==> src/rtl/regfile_write_arbiter.sv <==
// Write-port arbiter for the 32x32 register file.
// After reset it clears x1..x31 (optional), then grants one of three writers
// per cycle: pipeline writeback (highest, never stalled), then load unit and
// debug port sharing the remaining slots with a two-way round-robin.
// The register file write port (rf_we/rf_rd/rf_wdata) is registered, so a
// request accepted at edge N is committed by the register file at edge N+1.
module regfile_write_arbiter #(
    parameter int              XLEN           = 32,
    parameter bit              CLEAR_ON_RESET = 1'b1,
    parameter logic [XLEN-1:0] CLEAR_VALUE    = '0
) (
    input  logic            clk,
    input  logic            rst,
    input  logic            wb_valid,
    input  logic [4:0]      wb_rd,
    input  logic [XLEN-1:0] wb_data,
    input  logic            ld_valid,
    output logic            ld_ready,
    input  logic [4:0]      ld_rd,
    input  logic [XLEN-1:0] ld_data,
    input  logic            dbg_valid,
    output logic            dbg_ready,
    input  logic [4:0]      dbg_rd,
    input  logic [XLEN-1:0] dbg_data,
    output logic            rf_we,
    output logic [4:0]      rf_rd,
    output logic [XLEN-1:0] rf_wdata,
    output logic            init_done,
    output logic            wb_drop_err
);

    typedef enum logic {
        ST_CLEAR = 1'b0,
        ST_RUN   = 1'b1
    } state_t;

    // Which of the two stallable requesters wins when both ask at once.
    typedef enum logic {
        PRI_LD  = 1'b0,
        PRI_DBG = 1'b1
    } pri_t;

    localparam logic [4:0] LAST_REG = 5'd31;

    state_t            state;
    state_t            state_next;
    pri_t              rr_pri;
    logic [4:0]        clr_cnt;
    logic              clr_last;

    logic              wb_gnt;
    logic              ld_gnt;
    logic              dbg_gnt;
    logic              any_gnt;
    logic [4:0]        sel_rd;
    logic [XLEN-1:0]   sel_data;

    assign clr_last = (clr_cnt == LAST_REG);

    // Next-state and grant decode; grants only ever happen in RUN.
    always_comb begin
        state_next = state;
        wb_gnt     = 1'b0;
        ld_gnt     = 1'b0;
        dbg_gnt    = 1'b0;
        if (state == ST_CLEAR) begin
            if (clr_last) begin
                state_next = ST_RUN;
            end
        end else begin
            if (wb_valid) begin
                wb_gnt = 1'b1;
            end else if (ld_valid && (!dbg_valid || rr_pri == PRI_LD)) begin
                ld_gnt = 1'b1;
            end else if (dbg_valid) begin
                dbg_gnt = 1'b1;
            end
        end
    end

    assign ld_ready  = ld_gnt;
    assign dbg_ready = dbg_gnt;
    assign any_gnt   = wb_gnt | ld_gnt | dbg_gnt;

    // Address/data of the granted requester.
    always_comb begin
        sel_rd   = '0;
        sel_data = '0;
        if (wb_gnt) begin
            sel_rd   = wb_rd;
            sel_data = wb_data;
        end else if (ld_gnt) begin
            sel_rd   = ld_rd;
            sel_data = ld_data;
        end else if (dbg_gnt) begin
            sel_rd   = dbg_rd;
            sel_data = dbg_data;
        end
    end

    // FSM state register; CLEAR is only re-entered through reset.
    always_ff @(posedge clk or posedge rst) begin
        if (rst) begin
            state <= CLEAR_ON_RESET ? ST_CLEAR : ST_RUN;
        end else begin
            state <= state_next;
        end
    end

    // Clear address counter: walks x1..x31 while clearing, restarts at x1 on reset.
    always_ff @(posedge clk or posedge rst) begin
        if (rst) begin
            clr_cnt <= 5'd1;
        end else if (state == ST_CLEAR) begin
            clr_cnt <= clr_cnt + 5'd1;
        end
    end

    // Registered write port: clear writes, granted writes, or idle (address/data held).
    always_ff @(posedge clk or posedge rst) begin
        if (rst) begin
            rf_we    <= 1'b0;
            rf_rd    <= '0;
            rf_wdata <= '0;
        end else if (state == ST_CLEAR) begin
            rf_we    <= 1'b1;
            rf_rd    <= clr_cnt;
            rf_wdata <= CLEAR_VALUE;
        end else if (any_gnt) begin
            // x0 is hardwired: the transfer completes but nothing is written.
            rf_we    <= (sel_rd != 5'd0);
            rf_rd    <= sel_rd;
            rf_wdata <= sel_data;
        end else begin
            rf_we    <= 1'b0;
        end
    end

    // Round-robin pointer: after an accepted load/debug transfer the other side is favoured.
    always_ff @(posedge clk or posedge rst) begin
        if (rst) begin
            rr_pri <= PRI_LD;
        end else if (ld_gnt) begin
            rr_pri <= PRI_DBG;
        end else if (dbg_gnt) begin
            rr_pri <= PRI_LD;
        end
    end

    // init_done rises on the same edge that puts the x31 clear write on the bus.
    always_ff @(posedge clk or posedge rst) begin
        if (rst) begin
            init_done <= !CLEAR_ON_RESET;
        end else if (state == ST_CLEAR && clr_last) begin
            init_done <= 1'b1;
        end
    end

    // Sticky error: writeback cannot be stalled, so one arriving before RUN is lost.
    always_ff @(posedge clk or posedge rst) begin
        if (rst) begin
            wb_drop_err <= 1'b0;
        end else if (state != ST_RUN && wb_valid) begin
            wb_drop_err <= 1'b1;
        end
    end

endmodule

==> config.mk <==
export PLATFORM = sky130hd
export DESIGN_NAME = regfile_write_arbiter
export DESIGN_NICKNAME = d
export VERILOG_FILES = /design/src/rtl/regfile_write_arbiter.sv
export SDC_FILE = /design/constraint.sdc
export NUM_CORES = 1
export LEC_CHECK = 0
export CAP_MARGIN = 20
export CORE_MARGIN = 8
export CORE_UTILIZATION = 36
export CTS_CLUSTER_DIAMETER = 150
export DETAILED_ROUTE_END_ITERATION = 12
export GPL_TIMING_DRIVEN = 0
export PLACE_DENSITY = 0.89
export RECOVER_POWER = 100
export SLEW_MARGIN = 20
export SYNTH_ARGS = -nofsm -noshare
export SYNTH_HDL_FRONTEND = slang
export SYNTH_SLANG_ARGS = --single-unit
==> constraint.sdc <==
create_clock -name clk -period 2.1 [get_ports clk]
set_input_delay 0.315 -clock clk [delete_from_list [all_inputs] [get_ports clk]]
set_output_delay 0.315 -clock clk [all_outputs]
set_load 0.01 [all_outputs]
* After elaboration in Yosys (flattened, before gate mapping) *
Index checks and enable logic that the tools add are counted.
W data, S select, Z words.

operators by class
  bitwise operators = 4
  reductions and logical operators = 7
  eq/ne operators = 2
  $add $sub $neg = 1
  muxes and demuxes = 25

operators with widths
  kind                   count
  $mux W32               5
  $mux W5                5
  $mux W1                15
  $add A5 B1 Y5 const B  1
  $eq A5 B5 Y1 const B   1
  $reduce_bool A5 Y1     1
  $logic_and A1 B1 Y1    3
  $ne A2 B1 Y1 const B   1
  $not A1 Y1             2
  $or A1 B1 Y1           2
  $reduce_bool A2 Y1     1
  $logic_not A1 Y1       1
  $logic_or A1 B1 Y1     1

word-level totals
  input port bits = 116
  output and inout bits = 42
  bits in registers = 47
  logic and storage cells = 47

* Depth between registers and ports, before layout *
Gate-level depths: netlist of run 1.

  depth after elaboration = 12
  gate-level depth with buffers = 6

* Worst setup path after synthesis of run 1 *
OpenSTA, ideal clock, no wires.

  kind = flip-flop to flip-flop
  start point = register rr_pri
  end point = register rf_rd[1]
  stages on the path, launching flop included = 6
  setup time = 126 ps
  period minus slack after synthesis = 1541 ps
  arrival time = 1415 ps
  slack = 559 ps
  path through = dfrtp_1 nand2b_1 and3_4 buf_6 a221o_1 a221o_1

on the way
  longest elaborated chain between the ends = 11
  elaborated cells between the ends (all ways) = 17
  classes of those cells = 1 x eq/ne; 11 x mux; 3 x bitwise; 2 x reduce/logical

ends and longest elaborated chain
  element                   line  text
  start: declaration        47    pri_t rr_pri;
  start signal: assignment  142   rr_pri <= PRI_LD;
  start signal: assignment  144   rr_pri <= PRI_DBG;
  start signal: assignment  146   rr_pri <= PRI_LD;
  $not A1 Y1 (*)            73    end else if (ld_valid && (!dbg_valid || rr_pri == PRI_LD)) begin
  $logic_or A1 B1 Y1 (*)    73
  $logic_and A1 B1 Y1 (*)   73
  $mux W1                   73
  $mux W1                   71    if (wb_valid) begin
  $mux W1                   66    if (state == ST_CLEAR) begin
  $mux W5                   95    end else if (dbg_gnt) begin
  $mux W5                   92    end else if (ld_gnt) begin
  $mux W5                   89    if (wb_gnt) begin
  $mux W5                   129   end else if (any_gnt) begin
  $mux W5                   125   end else if (state == ST_CLEAR) begin
  end signal: assignment    127   rf_rd <= clr_cnt;
  end signal: assignment    132   rf_rd <= sel_rd;
  end: declaration          26    output logic [4:0] rf_rd,

Mark *: on every way between the ends. The rest lies on a longest branch, timed or not. The select of a mux whose other input is x is not followed.
A chain may end at the register's enable or synchronous reset.

* Worst setup path after layout of run 1 *
  start point = input ld_valid
  end point = output dbg_ready

on the way
  longest elaborated chain between the ends = 4

ends and longest elaborated chain
  element              line  text
  start: declaration   17    input logic ld_valid,
  $logic_and A1 B1 Y1  73
  $mux W1              73
  $mux W1              71
  $mux W1              66
  end: declaration     22    output logic dbg_ready,

Every way passes these cells.

==> run summary, run 1 <==
Status = complete, no violations
Max Fclk = 491 MHz
Period utilization = 0.969
Slack of the worst reg-to-reg path = 0.23 ns
Hold/Removal Path Class = primary input to flop
Yosys warns = 0
Clk pwr share = 0.294
Yosys reg bits = 47
Synth area leader = dfrtp_1
Final Core Density = 0.659
Buffers & Inverters on Critical Path = 3
Antenna cells = 0
CTS Hold Bufs = 0
Max-cap check violation count = 0
Rows = 29
Buffer depth of the longest clock path = 2
Crit path launch type = primary input
Syn_area_per_cell = 9.43 um^2
Seq pwr share = 0.434
Worst-Skew Late Latency = 0.29 ns
DIE AREA = 9430 um^2
Tot GR Track Use = 0.205
Filler cells = 540
Reg area = 1180 um^2
CTS buffer count = 5
Sequential area share after synthesis = 0.497
Pwr Density = 562 nW/um^2
H-Tree Depth = 2
Count of cell types in the netlist = 34
Slew HR = 0.474
Vias = 2755
CORE AREA = 6350 um^2
Clock slew at reported path FFs = 0.09 ns
Int Pwr = 1.74 mW
Largest cells by area after synthesis = dfrtp_1 49%, o21ai_0 13%, a221oi_1 12%
Slowest CP cell = clkdlybuf4s50_1
CP delay by family, top = buffers and inverters
Pre-antenna DRT Iters = 4
Share of layout cells above drive strength 1 = 0.0695
Crit. Startpoint = ld_valid
Antenna-violating nets left = 0
Pwr Total = 2.35 mW
Final HPWL DP = 7.70 mm
Fin. max-slew vios = 0
Root Buffer = clkbuf_8
Cells after synthesis = 251
Top-area cell type share of the netlist area = 0.486
Crit. End Element = primary output
Vias in the first global route = 2922
Initial antenna violation count = 0
Worst hold start = wb_valid
Clk sinks = 47
Worst reg2reg startpoint = state
Syn-to-layout area delta = 76.6%
Vias per inst = 5.58
Data required time of the worst path = 1.78 ns
IO Pins = 158
Period minus WS final = 2.03 ns
Fin. Hold Viols = 0
WHS = 0.414 ns
Net Sw Power = 608 uW
Die Height = 97.1 um
Area taken by multi-input logic gates = 1080 um^2
CTS tree = built
Delay of the slowest critical-path stage = 0.62 ns
Worst Setup Path Type = primary input to primary output
Nets@finish = 534
RSZ-0062 raised after global routing = false
Gpl congestion = 0.858
Initial Util = 0.373
Setup tns final = 0 ns
Setup ws final = 0.0650 ns
Static leakage = 1.68 nW
First-pass GRT wire length = 15.9 mm
Inst Count DP = 486
Final setup vio count = 0
Crit path cell chain = clkdlybuf4s50_1 > nand2b_1 > and3_4 > buf_6 > dlygate4sd2_1
Netlist Area Pre-Place = 2370 um^2
Layout Cells excl Fill = 494
Switching share of power = 0.259
1st-iter DRT viols = 120
Placed Area = 4060 um^2
WP data arrival = 1.72 ns
Detailed Route WL = 9.86 mm
GRT overflow = 0
Largest net degree at the start of global routing = 31
Maximum VDD drop = 0.000325 V
Final Cell Area = 4180 um^2
Combinational power share = 0.271
Chip Width = 97.1 um
Worst-margin pin slew = 0.789 ns
DR WL/cell = 20.0 um
Port bufs = 157
Crit path max fanout = 19
Skew final = 0.00946 ns
Setup slack at placement = -0.511 ns
Mapped Nets = 369
Residual DRC = 0
-- flip-flops by register name, summed over array words and instances, names as in the netlist --
name and count:
rf_wdata 32, clr_cnt 5, rf_we 1, state 1, init_done 1, wb_drop_err 1, rr_pri 1, rf_rd 5
-- power groups by stage --
stage | logic (mW) | clock network (mW) | registers [mW]
2_1_floorplan | 0.182 | 0 | 1.07
3_3_place_gp | 0.649 | 0 | 1.04
3_5_place_dp | 0.670 | 0 | 1.04
4_1_cts | 0.673 | 0.698 | 1.02
5_1_grt | 0.687 | 0.748 | 1.03
6_report | 0.637 | 0.692 | 1.02
-- worst paths after layout --
check	endpoint	cells after the start
hold / removal	wb_drop_err	2
setup reg to reg	rf_wdata[3]	7
hold reg to reg	init_done	1
max in group asynchronous	rf_rd[3]	3
min in group asynchronous	rf_wdata[2]	2
setup / recovery	dbg_ready	5
-- routing by layer --
| layer | track usage | wire length [um] | vias to the layer above |
|---|---|---|---|
| li1 | - | - | 1278 |
| met1 | 0.246 | 4030 | 1352 |
| met2 | 0.355 | 5060 | 119 |
| met3 | 0.0605 | 692 | 6 |
| met4 | 0.0320 | 73 | 0 |
| met5 | 0 | 0 | - |
-- cell type report --
cell class / instances / share of cell area
plain buffers: 20 / 0.0251
clock buffers: 6 / 0.0197
clock inverters: 2 / 0.00838
inverters: 3 / 0.00269
multi-input cells: 179 / 0.259
flip-flops and latches: 47 / 0.282
well taps: 77 / 0.0230
repair buffers: 160 / 0.381
-- timing repair --
item                                    CTS  global route
resized for setup                         6             4
endpoints found under the setup margin    4            21
buffers inserted                          2             0
-- synth_stat cells --
library cell / instances
nand4_1: 2
nand2b_1: 1
o22ai_1: 2
a21o_1: 2
a221o_1: 2
nor2_2: 1
clkbuf_1: 10
or2_2: 1
a21oi_1: 4
o21ai_0: 61
a31oi_1: 3
ha_1: 2
buf_4: 3
or3_1: 1
a41oi_1: 1
nor3_2: 1
inv_1: 3
dfstp_2: 1
nor2b_1: 2
buf_2: 8
nor2_1: 3
a221oi_1: 32
buf_6: 1
and3_4: 1
mux2_2: 2
dfrtp_1: 46
nand3_1: 1
a22oi_1: 1
xnor2_1: 3
o21ai_1: 4
a2bb2oi_1: 1
and3_1: 4
nand2_1: 39
a22o_1: 2
-- cell families after synthesis --
| family | Yosys count | synth area share |
|---|---|---|
| flops | 47 | 0.497 |
| xor+xnor | 3 | 0.0111 |
| simple gates | 57 | 0.109 |
| fa+ha+maj | 2 | 0.0106 |
| compound gates | 115 | 0.310 |
| buf+inv | 25 | 0.0518 |
| mux | 2 | 0.00951 |
-- cell usage in the layout, fill, tap and decap left out, types with 4 or more instances in the layout --
cell / Yosys / final
a21oi_1: 4 / 4
a221oi_1: 32 / 31
and3_1: 4 / 4
buf_2: 8 / 4
buf_4: 3 / 4
clkbuf_1: 10 / 10
clkbuf_8: 0 / 6
clkdlybuf4s50_1: 0 / 113
dfrtp_1: 46 / 46
dlygate4sd3_1: 0 / 41
nand2_1: 39 / 39
o21ai_0: 61 / 63
Power figures use the tool's default switching activity.
==> inputs of run 2 (changes only) <==
--- a/config.mk
+++ b/config.mk
@@ -7,11 +7,11 @@
 export LEC_CHECK = 0
 export CAP_MARGIN = 20
 export CORE_MARGIN = 8
-export CORE_UTILIZATION = 36
+export CORE_UTILIZATION = 32
 export CTS_CLUSTER_DIAMETER = 150
 export DETAILED_ROUTE_END_ITERATION = 12
 export GPL_TIMING_DRIVEN = 0
-export PLACE_DENSITY = 0.89
+export PLACE_DENSITY = 0.84
 export RECOVER_POWER = 100
 export SLEW_MARGIN = 20
 export SYNTH_ARGS = -nofsm -noshare
==> constraint.sdc (replaced) <==
create_clock -name clk -period 1.7 [get_ports clk]
set_input_delay 0.34 -clock clk [delete_from_list [all_inputs] [get_ports clk]]
set_output_delay 0.34 -clock clk [all_outputs]
set_load 0.01 [all_outputs]
==> run 2 against run 1 <==
Die area up 10%. Critical path type is now flop to primary output. Critical endpoint unchanged. Global-route usage is 1.8 points lower. Clock power grew 2%.
==> run summary, run 2 (same netlist as run 1, synthesis figures left out) <==
DIE AREA = 10400 um^2
IO Pins = 158
H-Tree Depth = 2
Tot GR Track Use = 0.187
Period minus WS final = 1.69 ns
Path depth of the worst reg2reg path = 5
DR WL/cell = 19.3 um
Share of layout cells above drive strength 1 = 0.162
Final HPWL DP = 7.54 mm
Buffer depth of the longest clock path = 2
GRT overflow = 0
Worst reg2reg startpoint = rr_pri
Crit path max fanout = 10
Die Height = 102 um
Period utilization = 0.993
Antenna-violating nets left = 0
Hold Path Stages = 1
Vias = 2764
Largest net degree at the start of global routing = 27
Nets@finish = 542
Slew HR = 0.396
Root Buffer = clkbuf_8
Largest Register = rf_wdata
RSZ-0062 raised after global routing = true
First-pass GRT wire length = 15.3 mm
Skew final = 0.0136 ns
Fin. max-slew vios = 0
Final Core Density = 0.623
Worst-Skew Late Latency = 0.30 ns
Pwr Density = 641 nW/um^2
Most common cell after layout, fill and taps aside = clkdlybuf4s50_1
Initial Util = 0.328
Clk sinks = 47
Antenna cells = 0
Initial antenna violation count = 0
CTS tree = built
Vias per inst = 5.27
Gpl congestion = 0.828
Crit path launch type = flop
Fin. Hold Viols = 0
Setup ws final = 0.0113 ns
Vias in the first global route = 2970
Setup slack at placement = -0.975 ns
Rows = 31
Reg-to-Reg End = rf_rd[1]
Final setup vio count = 0
Data required time of the worst path = 1.36 ns
Status = complete, no violations
Residual DRC = 0
Crit. End Element = primary output
Maximum VDD drop = 0.000324 V
Biggest registers after layout = rf_wdata (32), clr_cnt (5), rf_rd (5)
Slack of the worst reg-to-reg path = 0.03 ns
CTS buffer count = 5
Worst Setup Path Type = flop to primary output
Pre-antenna DRT Iters = 4
Port bufs = 157
Pwr Total = 2.88 mW
Max reg flops = 32
CORE AREA = 7210 um^2
Detailed Route WL = 10.1 mm
Commonest non-fill, non-tap cells in the layout = 130 x clkdlybuf4s50_1, 46 x dfrtp_1, 45 x o21ai_0
Static leakage = 1.81 nW
Setup tns final = 0 ns
Max-cap check violation count = 0
Hold Path Sink = init_done
WP data arrival = 1.35 ns
Worst hold start = init_done
Max Fclk = 592 MHz
1st-iter DRT viols = 78
Hold/Removal Path Class = flop to flop
Syn-to-layout area delta = 89.9%
Chip Width = 102 um
Worst-margin pin slew = 0.905 ns
Crit. Startpoint = rr_pri
Clock slew at reported path FFs = 0.10 ns
-- run 2: cell count changes in the layout (fill, tap and decap cells not counted), sizes merged --
cell           delta
buf               +9
bufinv            -1
dlygate4sd2       +1
dlymetal6s2s      -1
dlygate4sd3      -19
clkbuf            +2
clkdlybuf4s50    +17
-- run 2: worst max path at each step --
stage / to / slack [ns]
global placement: ld_ready / -0.96
detailed placement: ld_ready / -0.98
global route: dbg_ready / -0.04
CTS: ld_ready / -0.007
floorplan: rf_rd[1] / 0.16
finish: dbg_ready / 0.01
-- run 2: final cells by class --
class / count / area, um^2
Tap cell: 99 / 124
Timing Repair Buffer: 169 / 1690
Sequential cell: 47 / 1180
Clock buffer: 7 / 86.3
Fill cell: 633 / 2720
Multi-Input combinational cell: 179 / 1260
Inverter: 3 / 11.3
Clock inverter: 1 / 5.00
Buffer: 19 / 143
-- run 2: what timing repair did --
| action | in CTS | in global routing |
|---|---|---|
| setup buffers | 8 | 2 |
| resized for setup | 38 | 49 |
| hold buffers | 0 | 0 |
| endpoints found under the setup margin | 40 | 36 |
| pin swaps | 4 | 6 |
| cloned | 0 | 1 |
-- run 2: metal layers --
layer  wire length, um  up-vias  track usage  share of wire
met3               738        8       0.0531          0.073
met2              5270      115        0.328           0.52
met4               104        0       0.0440          0.010
met5                 0        -            0              0
li1                  -     1295            -              -
met1              4000     1346        0.219           0.40
-- run 2: where the power goes --
group	switching, mW	internal, mW	total [mW]
clock	0.375	0.329	0.704
combinational	0.369	0.544	0.914
sequential	0.0512	1.21	1.26
total	0.795	2.09	2.88
-- run 2: critical path: stages, from the launching register on --
cell      delay, ns
dfrtp_1        0.43
nand2b_4       0.16
and3_4         0.19
buf_12         0.15
buf_6          0.12
-- run 2: metrics by stage --
| stage | area [um^2] | hold slack [ns] | cells |
|---|---|---|---|
| detailed placement | 4080 | 0.444 | 508 |
| floorplan | 2370 | 0.444 | 251 |
| finish | 4490 | 0.456 | 524 |
| global placement | 4060 | 0.437 | 507 |
| global route | 4490 | 0.482 | 524 |
| CTS | 4300 | 0.411 | 523 |
==> inputs of run 3 (changes only) <==
--- a/config.mk
+++ b/config.mk
@@ -6,6 +6,7 @@
 export NUM_CORES = 1
 export LEC_CHECK = 0
 export CAP_MARGIN = 20
+export CORE_ASPECT_RATIO = 0.6
 export CORE_MARGIN = 8
 export CORE_UTILIZATION = 32
 export CTS_CLUSTER_DIAMETER = 150
@@ -13,6 +14,7 @@
 export GPL_TIMING_DRIVEN = 0
 export PLACE_DENSITY = 0.84
 export RECOVER_POWER = 100
+export SKIP_LAST_GASP = 1
 export SLEW_MARGIN = 20
 export SYNTH_ARGS = -nofsm -noshare
 export SYNTH_HDL_FRONTEND = slang
==> run 3 against run 2 <==
The run now ends with negative setup slack left. Clock-buffer cell count decreased by 2. Non-clock buffer count increased by 5. Global-route usage decreased by 0.27 points. Power increased by 14%. Clock skew decreased by 0.0070 ns. Sequential power about the same. Critical endpoint is now rf_rd[1]. Largest power group unchanged.
==> run summary, run 3 (same netlist as run 1, synthesis figures left out) <==
Status = complete, but fails checks
Failing checks = negative setup slack
Biggest registers after layout = rf_wdata (32), clr_cnt (5), rf_rd (5)
Commonest non-fill, non-tap cells in the layout = 151 x clkdlybuf4s50_1, 58 x o21ai_0, 46 x dfrtp_1
Period utilization = 1.00
Data required time of the worst path = 1.87 ns
Residual DRC = 0
Initial antenna violation count = 0
Pwr Density = 731 nW/um^2
Clk sinks = 47
Worst hold start = init_done
Detailed Route WL = 9.74 mm
Final setup vio count = 1
Die Height = 82.6 um
Worst-margin pin slew = 0.890 ns
Worst Setup Path Type = flop to flop
Crit. End Element = flop
Max reg flops = 32
Vias in the first global route = 2873
WP data arrival = 1.87 ns
Antenna cells = 0
Pre-antenna DRT Iters = 6
Vias = 2761
Setup tns final = -0.00531 ns
Largest Register = rf_wdata
Setup ws final = -0.00531 ns
Initial Util = 0.328
Worst reg2reg startpoint = rr_pri
Most common cell after layout, fill and taps aside = clkdlybuf4s50_1
Tot GR Track Use = 0.184
Final HPWL DP = 7.75 mm
Buffer depth of the longest clock path = 2
Max Fclk = 586 MHz
GRT overflow = 0
DR WL/cell = 18.7 um
Root Buffer = clkbuf_16
Fin. Hold Viols = 0
Clock slew at reported path FFs = 0.07 ns
IO Pins = 158
Port bufs = 157
Fin. max-slew vios = 0
Gpl congestion = 0.815
Antenna-violating nets left = 0
Crit. Startpoint = rr_pri
Skew final = 0.00658 ns
Share of layout cells above drive strength 1 = 0.140
Syn-to-layout area delta = 89.3%
CTS tree = built
Crit path max fanout = 7
Vias per inst = 5.30
Rows = 24
Maximum VDD drop = 0.000420 V
H-Tree Depth = 2
Nets@finish = 547
Setup slack at placement = -0.951 ns
Final Core Density = 0.622
CTS Hold Bufs = 0
Hold/Removal Path Class = flop to flop
First-pass GRT wire length = 15.2 mm
CTS buffer count = 5
Crit path launch type = flop
Slew HR = 0.406
CORE AREA = 7210 um^2
Final Cell Area = 4480 um^2
Largest net degree at the start of global routing = 27
Placed Area = 4070 um^2
Period minus WS final = 1.71 ns
Pwr Total = 3.28 mW
Chip Width = 127 um
Worst-Skew Late Latency = 0.29 ns
RSZ-0062 raised after global routing = true
DIE AREA = 10500 um^2
Max-cap check violation count = 0
Static leakage = 1.82 nW
1st-iter DRT viols = 165
-- run 3: changes by cell type in the layout (fill, tap and decap cells not counted), sizes merged --
| cell | previous run | this run |
|---|---|---|
| bufinv | 0 | 1 |
| dlygate4sd3 | 22 | 1 |
| clkbuf | 21 | 17 |
| dlygate4sd2 | 3 | 2 |
| clkdlybuf4s15 | 0 | 1 |
| buf | 19 | 26 |
| clkinv | 1 | 2 |
| clkdlybuf4s50 | 130 | 151 |
-- run 3: through the flow --
| stage | instances | hold WS (ns) |
|---|---|---|
| floorplan | 251 | 0.444 |
| global placement | 499 | 0.440 |
| detailed placement | 500 | 0.461 |
| CTS | 509 | 0.415 |
| global route | 521 | 0.499 |
| finish | 521 | 0.469 |
-- run 3: path summary, 6_finish.rpt --
kind                               end  slack [ns]  depth (start not counted)
max                           rf_rd[1]      -0.005                          5
min                          init_done        0.47                          1
max reg2reg                   rf_rd[1]      -0.005                          5
min reg2reg                  init_done        0.47                          1
max in group asynchronous        rf_we        0.38                          3
min in group asynchronous  rf_wdata[4]        0.68                          2
-- run 3: layout make-up --
cell class,instances,area (um^2)
buffer,20,119
clock buffer,5,125
clock inverter,3,43.8
fill,599,2730
inverter,3,11.3
multi-input combinational,179,1160
sequential,47,1180
tap,91,114
timing repair buffer,173,1730
-- run 3: critical path: stages (launching register included) --
cell	delay [ns]
dfrtp_1	0.42
nand2b_4	0.16
and3_4	0.21
buf_4	0.15
a221o_1	0.38
a221o_1	0.28
-- run 3: layer usage --
metal | wire length (um) | track usage
met1 | 4110 | 0.233
met2 | 4460 | 0.294
met3 | 1110 | 0.0814
met4 | 68 | 0.0271
met5 | 0 | 0
-- run 3: power breakdown --
part	internal [mW]	total, mW	switching, mW	leakage [nW]
sequential	1.21	1.27	0.0542	0.550
combinational	0.549	0.894	0.345	1.19
clock	0.694	1.11	0.420	0.0838
-- run 3: repair_timing --
| item | CTS | global route |
|---|---|---|
| setup endpoints to repair | 40 | 36 |
| resized for setup | 29 | 19 |
| buffers inserted | 2 | 12 |
| cloned | 0 | 1 |
| pin swaps | 0 | 3 |
